[config.mk]
export PLATFORM = sky130hd
export DESIGN_NAME = cpu86_bpu_ras_flat
export DESIGN_NICKNAME = d
export VERILOG_FILES = /design/src/rtl/cpu86_bpu_ras_if.sv /design/src/rtl/cpu86_bpu_ras.sv /design/src/flat_wrapper.sv
export SDC_FILE = /design/constraint.sdc
export NUM_CORES = 1
export LEC_CHECK = 0
export CAP_MARGIN = 5
export CORE_AREA = 2 2 215 217
export DETAILED_ROUTE_END_ITERATION = 10
export DIE_AREA = 0 0 217 219
export GPL_TIMING_DRIVEN = 0
export PLACE_DENSITY_LB_ADDON = 0.15
export SKIP_LAST_GASP = 1
export SLEW_MARGIN = 25
export SYNTH_ARGS = -nofsm -noshare
export SYNTH_HDL_FRONTEND = slang
export SYNTH_SLANG_ARGS = --single-unit
export TNS_END_PERCENT = 5
[constraint.sdc]
create_clock -name clk -period 9.8 [get_ports clk]
set_input_delay 0.98 -clock clk [delete_from_list [all_inputs] [get_ports clk]]
set_output_delay 0.98 -clock clk [all_outputs]
set_load 0.01 [all_outputs]
[src/rtl/cpu86_bpu_ras_if.sv]
// Bundle of the return-address-stack signals, shared between the predictor
// front end (master) and the stack itself (slave).
interface cpu86_bpu_ras_if #(
    parameter int DEPTH = 16,
    parameter int DW    = 16
);
    localparam int CW = $clog2(DEPTH) + 1;

    // Handshake: push_vld writes unconditionally (the stack never stalls a call);
    // a pop happens only on a cycle where pop_vld && pop_ack are both high; pop_ack
    // while pop_vld is low is an underflow and changes nothing.
    logic          push_vld;
    logic [DW-1:0] push_data;
    logic          pop_vld;
    logic          pop_ack;
    logic [DW-1:0] pop_data;
    logic          snap_vld;
    logic          restore_vld;
    logic          flush;
    logic [CW-1:0] count;
    logic          full;
    logic          overflow;
    logic          underflow;

    modport master (
        output push_vld, push_data, pop_ack, snap_vld, restore_vld, flush,
        input  pop_vld, pop_data, count, full, overflow, underflow
    );

    modport slave (
        input  push_vld, push_data, pop_ack, snap_vld, restore_vld, flush,
        output pop_vld, pop_data, count, full, overflow, underflow
    );
endinterface

[src/rtl/cpu86_bpu_ras.sv]
// Circular return-address stack with a single {tp, count} checkpoint for
// mispredict recovery; oldest entry is silently overwritten on overflow.
module cpu86_bpu_ras #(
    parameter int DEPTH = 16,
    parameter int DW    = 16
) (
    input logic            clk,
    input logic            reset,
    cpu86_bpu_ras_if.slave ras
);
    localparam int AW = $clog2(DEPTH);
    localparam int CW = AW + 1;

    logic [DW-1:0] mem [DEPTH];
    logic [AW-1:0] tp, tp_nxt, ck_tp, waddr;
    logic [CW-1:0] cnt, cnt_nxt, ck_cnt;
    logic          we, eff_pop, is_full, ov_nxt, un_nxt, ov_q, un_q;

    assign is_full = (cnt == CW'(DEPTH));
    assign eff_pop = ras.pop_ack && (cnt != '0);

    always_comb begin
        tp_nxt  = tp;
        cnt_nxt = cnt;
        we      = 1'b0;
        waddr   = tp;
        ov_nxt  = 1'b0;
        un_nxt  = 1'b0;
        if (ras.flush) begin
            tp_nxt  = '0;
            cnt_nxt = '0;
        end else if (ras.restore_vld) begin
            tp_nxt  = ck_tp;
            cnt_nxt = ck_cnt;
        end else if (ras.push_vld && eff_pop) begin
            // ret+call in one cycle replaces the top in place
            we    = 1'b1;
            waddr = tp;
        end else if (ras.push_vld) begin
            tp_nxt  = tp + AW'(1);
            we      = 1'b1;
            waddr   = tp + AW'(1);
            cnt_nxt = is_full ? cnt : cnt + CW'(1);
            ov_nxt  = is_full;
            un_nxt  = ras.pop_ack;
        end else if (eff_pop) begin
            tp_nxt  = tp - AW'(1);
            cnt_nxt = cnt - CW'(1);
        end else if (ras.pop_ack) begin
            un_nxt = 1'b1;
        end
    end

    always_ff @(posedge clk or posedge reset) begin
        if (reset) begin
            tp     <= '0;
            cnt    <= '0;
            ck_tp  <= '0;
            ck_cnt <= '0;
            ov_q   <= 1'b0;
            un_q   <= 1'b0;
        end else begin
            tp   <= tp_nxt;
            cnt  <= cnt_nxt;
            ov_q <= ov_nxt;
            un_q <= un_nxt;
            // checkpoint takes pre-update state, after restore has read the old one
            if (ras.snap_vld) begin
                ck_tp  <= tp;
                ck_cnt <= cnt;
            end
        end
    end

    // Data array is never reset; a write landing on a reset edge is dropped.
    always_ff @(posedge clk) begin
        if (we && !reset) mem[waddr] <= ras.push_data;
    end

    assign ras.pop_data  = mem[tp];
    assign ras.pop_vld   = (cnt != '0);
    assign ras.full      = is_full;
    assign ras.count     = cnt;
    assign ras.overflow  = ov_q;
    assign ras.underflow = un_q;
endmodule

[src/flat_wrapper.sv]
// flat-port wrapper written by rule: the top's interface ports become plain ports
module cpu86_bpu_ras_flat 
#(
    parameter int DEPTH = 16,
    parameter int DW    = 16
)
  (clk, reset, ras_push_vld, ras_push_data, ras_pop_ack, ras_snap_vld, ras_restore_vld, ras_flush, ras_pop_vld, ras_pop_data, ras_count, ras_full, ras_overflow, ras_underflow);
  cpu86_bpu_ras_if #(.DEPTH(DEPTH), .DW(DW)) ras_i ();
  input logic clk;
  input logic reset;
  input wire logic [$bits(ras_i.push_vld)-1:0] ras_push_vld;
  input wire logic [$bits(ras_i.push_data)-1:0] ras_push_data;
  input wire logic [$bits(ras_i.pop_ack)-1:0] ras_pop_ack;
  input wire logic [$bits(ras_i.snap_vld)-1:0] ras_snap_vld;
  input wire logic [$bits(ras_i.restore_vld)-1:0] ras_restore_vld;
  input wire logic [$bits(ras_i.flush)-1:0] ras_flush;
  output wire logic [$bits(ras_i.pop_vld)-1:0] ras_pop_vld;
  output wire logic [$bits(ras_i.pop_data)-1:0] ras_pop_data;
  output wire logic [$bits(ras_i.count)-1:0] ras_count;
  output wire logic [$bits(ras_i.full)-1:0] ras_full;
  output wire logic [$bits(ras_i.overflow)-1:0] ras_overflow;
  output wire logic [$bits(ras_i.underflow)-1:0] ras_underflow;
  assign ras_i.push_vld = ras_push_vld;
  assign ras_i.push_data = ras_push_data;
  assign ras_i.pop_ack = ras_pop_ack;
  assign ras_i.snap_vld = ras_snap_vld;
  assign ras_i.restore_vld = ras_restore_vld;
  assign ras_i.flush = ras_flush;
  assign ras_pop_vld = ras_i.pop_vld;
  assign ras_pop_data = ras_i.pop_data;
  assign ras_count = ras_i.count;
  assign ras_full = ras_i.full;
  assign ras_overflow = ras_i.overflow;
  assign ras_underflow = ras_i.underflow;
  cpu86_bpu_ras #(.DEPTH(DEPTH), .DW(DW)) u_core (.clk(clk), .reset(reset), .ras(ras_i));
endmodule
==> reports/qor.csv, run 1 <==
stage,metric,value,unit
timing,RSZ-0062 raised after global routing,no,
floorplanning,Die Span Y,219,um
route,DRC Markers,0,
timing,worst-margin pin slew,0.9815,ns
route,WL met3,1.346,mm
cells_and_area,post-layout util,30.39,%
route,met2 wire len,13.12,mm
cells_and_area,Sequential Area,8188,um^2
logic_synthesis,Async SR Flop Fraction,7.246,%
power_and_ir_drop,leakage,4.330,nW
clocking,clk_lat worst skew,0.58,ns
route,top routing layer in use,met5,
worst_setup_path,crit path max-delay cell type,mux4_2,
place,DP Cell Count,1212,
timing,Peak Freq,212.2,MHz
clocking,Sink Count,276,
global_route,pin count of the biggest net entering global routing,21,
floorplanning,io pins,48,
logic_synthesis,Post-synth EDFFs,256,
route,via count,5622,
place,Port Buffer Count,45,
cells_and_area,Finished Cell Area,13700,um^2
clocking,cts hold-fix bufs,0,
worst_hold_path,hold_sp,u_core.ck_cnt[4],
route,Final ANT Viol Nets,0,
cells_and_area,area of the multi-input gates,2819,um^2
timing,Finish-stage setup viols,0,
power_and_ir_drop,Comb power frac,13.4,%
cells_and_area,"most common cell after layout, fill and taps aside",edfxtp_1,
run,max-cap violation count,0,
cells_and_area,n_diodes,0,
logic_synthesis,Post-Syn Nets,568,
timing,fin crit share,48.09,%
logic_synthesis,Ys Warns,0,
place,HPWL after DPL,18.59,mm
logic_synthesis,Yosys top cell by area,edfxtp_1,
logic_synthesis,Synth Flop Type,edfxtp_1,
route,DR iter-0 viols,489,
worst_setup_path,WP data arrival,3.73,ns
logic_synthesis,Mapped Cells,537,
floorplanning,total core area,45090,um^2
worst_setup_path,FF-to-FF End,u_core.mem[5][11],
worst_setup_path,r2r startpoint,u_core.tp[1],
timing,Clock Skews,0.01236,ns
clocking,clock slew at reported path FFs,0.05,ns
global_route,first-pass GRT wire length,40.74,mm
logic_synthesis,Unique masters post-synth,57,
global_route,initial antenna violation count,1,
worst_hold_path,hold path endpoint,u_core.ck_cnt[4],
timing,Slew HR,34.57,%
power_and_ir_drop,overall power,2.916,mW
power_and_ir_drop,Switching Share,23.37,%
floorplanning,Rows,78,
worst_setup_path,CP Data Required Time,8.82,ns
cells_and_area,Final Net Count,676,
worst_hold_path,Min-Delay Path Class,flop to flop,
global_route,Global Route Usage Sum,11.88,%
timing,fin worst setup slack,5.087,ns
clocking,post-CTS setup buffer count,0,
cells_and_area,area growth from synthesis to layout,23.00,%
worst_setup_path,R2R depth,10,
logic_synthesis,Syn Std Cell Area,11140,um^2
floorplanning,DIE AREA,47520,um^2
logic_synthesis,Yosys top cell area share,69.01,%
power_and_ir_drop,Net Sw Power,0.6815,mW
cells_and_area,fill count,4438,
route,final WL,27.89,mm
clocking,Root Driver,clkbuf_16,
floorplanning,initial core utilization,24.71,%
cells_and_area,most frequent cells in the layout,"256 x edfxtp_1, 79 x mux4_2, 45 x clkdlybuf4s50_1",
worst_setup_path,crit path max fanout,10,
place,GP Congestion,0.7672,
worst_setup_path,CP endpoint kind,primary output,
worst_setup_path,R2R Setup Slk,5.83,ns
logic_synthesis,top area cells in the synthesized netlist,"edfxtp_1 69%, mux4_2 16%, dfrtp_1 4.5%",
logic_synthesis,sequential area share after synthesis,73.50,%
route,wire per inst,21.98,um
clocking,H-Tree Depth,1,
outcome,status,completed,
route,vias per cell,4.430,
logic_synthesis,Post-Syn Area per Cell,20.74,um^2
worst_setup_path,critical path type,flop to primary output,
clocking,CTS Buf Count,31,
timing,setup tns final,0,ns
worst_setup_path,startpoint type of the worst setup path,flop,
worst_setup_path,critical-path cell list,clkbuf_1 > buf_2 > buf_2 > mux4_2 > mux4_2 > clkdlybuf4s50_1,
place,Post-DP Area,12630,um^2
global_route,global route overflow,0,
route,Pre-antenna DRT Iters,5,
power_and_ir_drop,VDD IR-drop max,0.0001302,V
clocking,number of gates resized after CTS,0,
cells_and_area,final cell count without fillers,1269,
logic_synthesis,"FF+latch count, synth",276,
timing,min Tclk post-route,4.713,ns
place,pre-CTS WS,5.415,ns
floorplanning,die width,217,um
clocking,CTS tree,yes,
power_and_ir_drop,clock share of power,41.4,%
global_route,vias in the first global route,5920,
power_and_ir_drop,power per cell area,212.8,nW/um^2
worst_hold_path,Worst Hold Depth,1,
clocking,CTS Buffer Depth,3,
cells_and_area,fraction of layout cells with a size suffix above 1,30.34,%
worst_setup_path,CP max stage delay,0.56,ns
timing,Max Slew Vio Count,0,
timing,Min Hold Slack,0.5141,ns
timing,Final Hold Vio Count,0,
power_and_ir_drop,Seq pwr share,45.2,%
power_and_ir_drop,Int Pwr,2.235,mW
route,met1 WL,12.68,mm
registers in the layout, indices dropped and copies added (netlist names):
register	count
u_core.tp	4
u_core.ras.count	5
u_core.ras.overflow	1
u_core.ck_cnt	5
u_core.mem	256
u_core.ras.underflow	1
u_core.ck_tp	4
cell families (layout without fill, tap and decap cells):
| logic type | count (synthesis) | count (layout) | share of synthesized area, % |
|---|---|---|---|
| AOI/OAI and AO/OA | 40 | 40 | 2.606 |
| buffers and inverters | 44 | 176 | 1.696 |
| muxes | 90 | 90 | 17.07 |
| adders and majority gates | 8 | 8 | 0.9659 |
| xor gates and xnor gates | 7 | 7 | 0.6178 |
| and+or+nand+nor | 72 | 72 | 3.538 |
| DFF | 276 | 276 | 73.50 |
worst max-delay path, delay by kind of cell, from the launching register on:
kind     cells  cell delay (ns)
mux          2             1.11
buf+inv      4             1.68
flops        1             0.36
power by group through the flow:
| stage | clock network, mW | registers, mW | logic [mW] |
|---|---|---|---|
| finish | 1.21 | 1.32 | 0.391 |
| global route | 1.29 | 1.32 | 0.425 |
| CTS | 1.24 | 1.32 | 0.402 |
| detailed placement | 0 | 1.34 | 0.401 |
| global placement | 0 | 1.34 | 0.394 |
| floorplan | 0 | 1.34 | 0.237 |
metal layers:
layer  global-route usage (%)  vias up
li1                         -     2448
met4                    3.174        2
met3                    2.370       43
met5                        0        -
met1                    16.33     3004
met2                    19.19      125
Yosys cell counts, types with 2 or more instances:
cell type	instances
nand2b_1	2
xnor2_1	4
inv_1	12
buf_2	4
or2_2	2
xor2_1	2
nor4_1	2
edfxtp_1	256
and3b_2	2
o21ai_0	5
clkbuf_1	21
mux4_2	79
o211ai_1	4
a211oi_1	3
nor3b_1	8
nand2_1	22
mux2_2	10
o21a_1	3
nor2_1	5
ha_1	7
and2_1	3
buf_1	4
nand3_1	3
a21oi_1	6
nor3_1	12
dfrtp_1	20
buf_6	2
and3_2	2
a31oi_1	3
a22o_1	2
area by class of cell:
| cell class | instances | area share (%) |
|---|---|---|
| Tap cell | 600 | 5.479 |
| Multi-Input combinational cell | 217 | 20.57 |
| Clock buffer | 38 | 5.853 |
| Inverter | 12 | 0.3287 |
| Buffer | 32 | 1.114 |
| Timing Repair Buffer | 75 | 4.931 |
| Sequential cell | 276 | 59.76 |
| Clock inverter | 19 | 1.963 |
worst max path at each step:
stage | startpoint | to | slack, ns
after CTS | u_core.tp[0] | ras_pop_data[13] | 4.96
after global placement | ras_push_vld | u_core.mem[4][11] | 3.10
after detailed placement | ras_push_vld | u_core.mem[8][10] | 5.42
final | u_core.tp[0] | ras_pop_data[13] | 5.09
after floorplan | ras_push_vld | u_core.mem[12][0] | 6.03
after global routing | u_core.tp[0] | ras_pop_data[13] | 4.89
Note: power is estimated with default switching activity, not from simulation.
==> run 2: changes to the inputs <==
Clock period 9.8 ns to 3.81 ns, I/O delays scaled along.
==> run 2 against run 1 <==
Effect of this change: sequential share of layout area down 0.13 points; hold slack worse by 0.22 ns; clock-buffer cell count unchanged; clock power rose to 2.6 times the previous value; first-iteration DRC count down 5.5%; routed wire length up 0.11%; combinational power rose to 2.6 times the previous value; clock skew about the same; sequential cell count unchanged; cell area up 0.21%.
==> reports/qor.csv, run 2 (synthesized netlist as in run 1, its figures left out) <==
stage,metric,value,unit,change
outcome,status,completed,,
worst_setup_path,crit path buf inv count,4,,unchanged
global_route,met1 GRT Util,16.34,%,about the same
global_route,first-pass GRT wire length,40.74,mm,about the same
power_and_ir_drop,leakage,4.358,nW,+0.66%
clocking,Root Driver,clkbuf_16,,
global_route,vias in the first global route,5921,,+0.017%
route,via count,5628,,+0.11%
power_and_ir_drop,VDD IR-drop max,0.0003355,V,+160%
power_and_ir_drop,overall power,7.513,mW,+160%
timing,Max Slew Vio Count,0,,unchanged
place,DP Cell Count,1212,,unchanged
floorplanning,DIE AREA,47520,um^2,unchanged
global_route,Global Route Usage Sum,11.88,%,about the same
worst_setup_path,crit path max fanout,10,,unchanged
route,DRC Markers,0,,unchanged
global_route,M2 GR Usage,19.19,%,unchanged
worst_setup_path,"CP delay by family, top",buffers and inverters,,
worst_setup_path,critical-path cell list,clkbuf_1 > buf_2 > buf_2 > mux4_2 > mux4_2 > clkdlybuf4s50_1,,
clocking,CTS Buf Count,31,,unchanged
cells_and_area,n_diodes,0,,unchanged
timing,fin crit share,98.80,%,
timing,RSZ-0062 raised after global routing,yes,,
cells_and_area,Finished Cell Area,13730,um^2,+0.21%
run,max-cap violation count,0,,unchanged
clocking,H-Tree Depth,1,,unchanged
floorplanning,Die Span Y,219,um,unchanged
timing,fin worst setup slack,0.04585,ns,-5.041 ns
route,wire per inst,22.00,um,+0.11%
timing,Peak Freq,265.7,MHz,
clocking,CTS Buffer Depth,3,,unchanged
worst_setup_path,critical path type,flop to primary output,,
global_route,global-route track usage on met3,2.370,%,unchanged
worst_setup_path,WP data arrival,3.38,ns,-0.35 ns
floorplanning,die width,217,um,unchanged
route,Final ANT Viol Nets,0,,unchanged
worst_setup_path,startpoint type of the worst setup path,flop,,
cells_and_area,max reg flops,256,,unchanged
cells_and_area,final cell count without fillers,1269,,unchanged
worst_setup_path,CP Data Required Time,3.43,ns,-5.39 ns
route,DR iter-0 viols,462,,-5.5%
clocking,clk_lat worst skew,0.58,ns,about the same
route,vias per cell,4.435,,+0.11%
global_route,pin count of the biggest net entering global routing,21,,unchanged
power_and_ir_drop,power per cell area,547.1,nW/um^2,+160%
route,Pre-antenna DRT Iters,4,,-1
clocking,Sink Count,276,,unchanged
cells_and_area,fraction of layout cells with a size suffix above 1,30.94,%,+0.60 points
worst_hold_path,Min-Delay Path Class,input port to asynchronous set/reset pin,,
clocking,clock slew at reported path FFs,0.06,ns,about the same
clocking,post-CTS setup buffer count,0,,unchanged
cells_and_area,Biggest register,u_core.mem,,
worst_setup_path,R2R Setup Slk,0.13,ns,-5.70 ns
route,final WL,27.92,mm,+0.11%
worst_setup_path,crit path max-delay cell type,mux4_2,,
timing,Final Hold Vio Count,0,,unchanged
cells_and_area,area growth from synthesis to layout,23.26,%,
global_route,global route overflow,0,,unchanged
timing,worst-margin pin slew,0.8609,ns,-0.1206 ns
floorplanning,io pins,48,,unchanged
cells_and_area,"most common cell after layout, fill and taps aside",edfxtp_1,,
place,GP Congestion,0.7672,,unchanged
place,pre-CTS WS,-0.2699,ns,-5.685 ns
worst_setup_path,CP max stage delay,0.56,ns,about the same
worst_setup_path,CP endpoint kind,primary output,,
clocking,CTS tree,yes,,
timing,min Tclk post-route,3.764,ns,
global_route,initial antenna violation count,1,,unchanged
timing,Clock Skews,0.01201,ns,-0.0003479 ns
place,HPWL after DPL,18.59,mm,unchanged
global_route,grt peak-use layer,met2,,
floorplanning,total core area,45090,um^2,unchanged
timing,Finish-stage setup viols,0,,unchanged
floorplanning,Rows,78,,unchanged
place,Post-DP Area,12630,um^2,unchanged
timing,Slew HR,42.61,%,+8.0 points
floorplanning,initial core utilization,24.71,%,unchanged
cells_and_area,most frequent cells in the layout,"256 x edfxtp_1, 79 x mux4_2, 45 x clkdlybuf4s50_1",,
cells_and_area,Final Net Count,676,,unchanged
clocking,cts hold-fix bufs,0,,unchanged
place,Port Buffer Count,45,,unchanged
run 2: cell count changes in the layout (fill, tap and decap cells not counted), sizes merged:
cell / previous run / this run
clkbuf: 59 / 60
buf: 41 / 40
run 2: repair_timing:
action / in CTS / in global routing
endpoints found under the setup margin: 45 / 21
gates resized for setup: 9 / 3
pin swaps: 0 / 0
run 2: worst paths after layout:
| kind | cells past startpoint | end | start |
|---|---|---|---|
| min | 2 | u_core.ras.overflow | reset |
| min reg2reg | 1 | u_core.ck_cnt[0] | u_core.ck_cnt[0] |
| max reg2reg | 10 | u_core.mem[4][11] | u_core.tp[1] |
| min in group clk | 2 | u_core.ck_tp[3] | ras_snap_vld |
| max in group asynchronous | 2 | u_core.ck_cnt[0] | reset |
| max | 6 | ras_pop_data[13] | u_core.tp[1] |
run 2: routing by layer:
metal | part of all wire (%) | routed length (um) | up-vias
met3 | 5.1 | 1421 | 43
met2 | 47 | 13090 | 134
met5 | 0.057 | 16 | -
met1 | 45 | 12670 | 2999
li1 | - | - | 2450
met4 | 2.6 | 722 | 2
run 2: worst register-to-register path: cells and delay by family, from the launching register on:
kind	cells	cell delay [ns]
compound gates	2	0.69
fa+ha+maj	1	0.35
flops	1	0.36
simple gates	1	0.39
buf+inv	6	1.60
run 2: area by class of cell:
cell class / count / area, um^2
multi-input cells: 217 / 2825
plain buffers: 32 / 175.2
repair buffers: 75 / 675.6
clock buffers: 38 / 802.0
clock inverters: 19 / 269.0
inverters: 12 / 45.04
fillers: 4437 / 31360
flip-flops and latches: 276 / 8188
well taps: 600 / 750.7
run 2: where the power goes:
part           total, mW  switching, mW  internal (mW)
registers           3.39         0.0303           3.36
clock network       3.11           1.20           1.91
logic               1.02          0.524          0.491
run 2: metrics by stage:
stage               TNS (ns)  util [%]  hold slack [ns]
floorplan                  0         -           0.3448
global placement     -396.29     27.37           0.4875
detailed placement    -2.878     28.01           0.4892
CTS                 -0.07013     30.44           0.3236
global route          -1.298     30.45           0.3751
finish                     0     30.45           0.2961
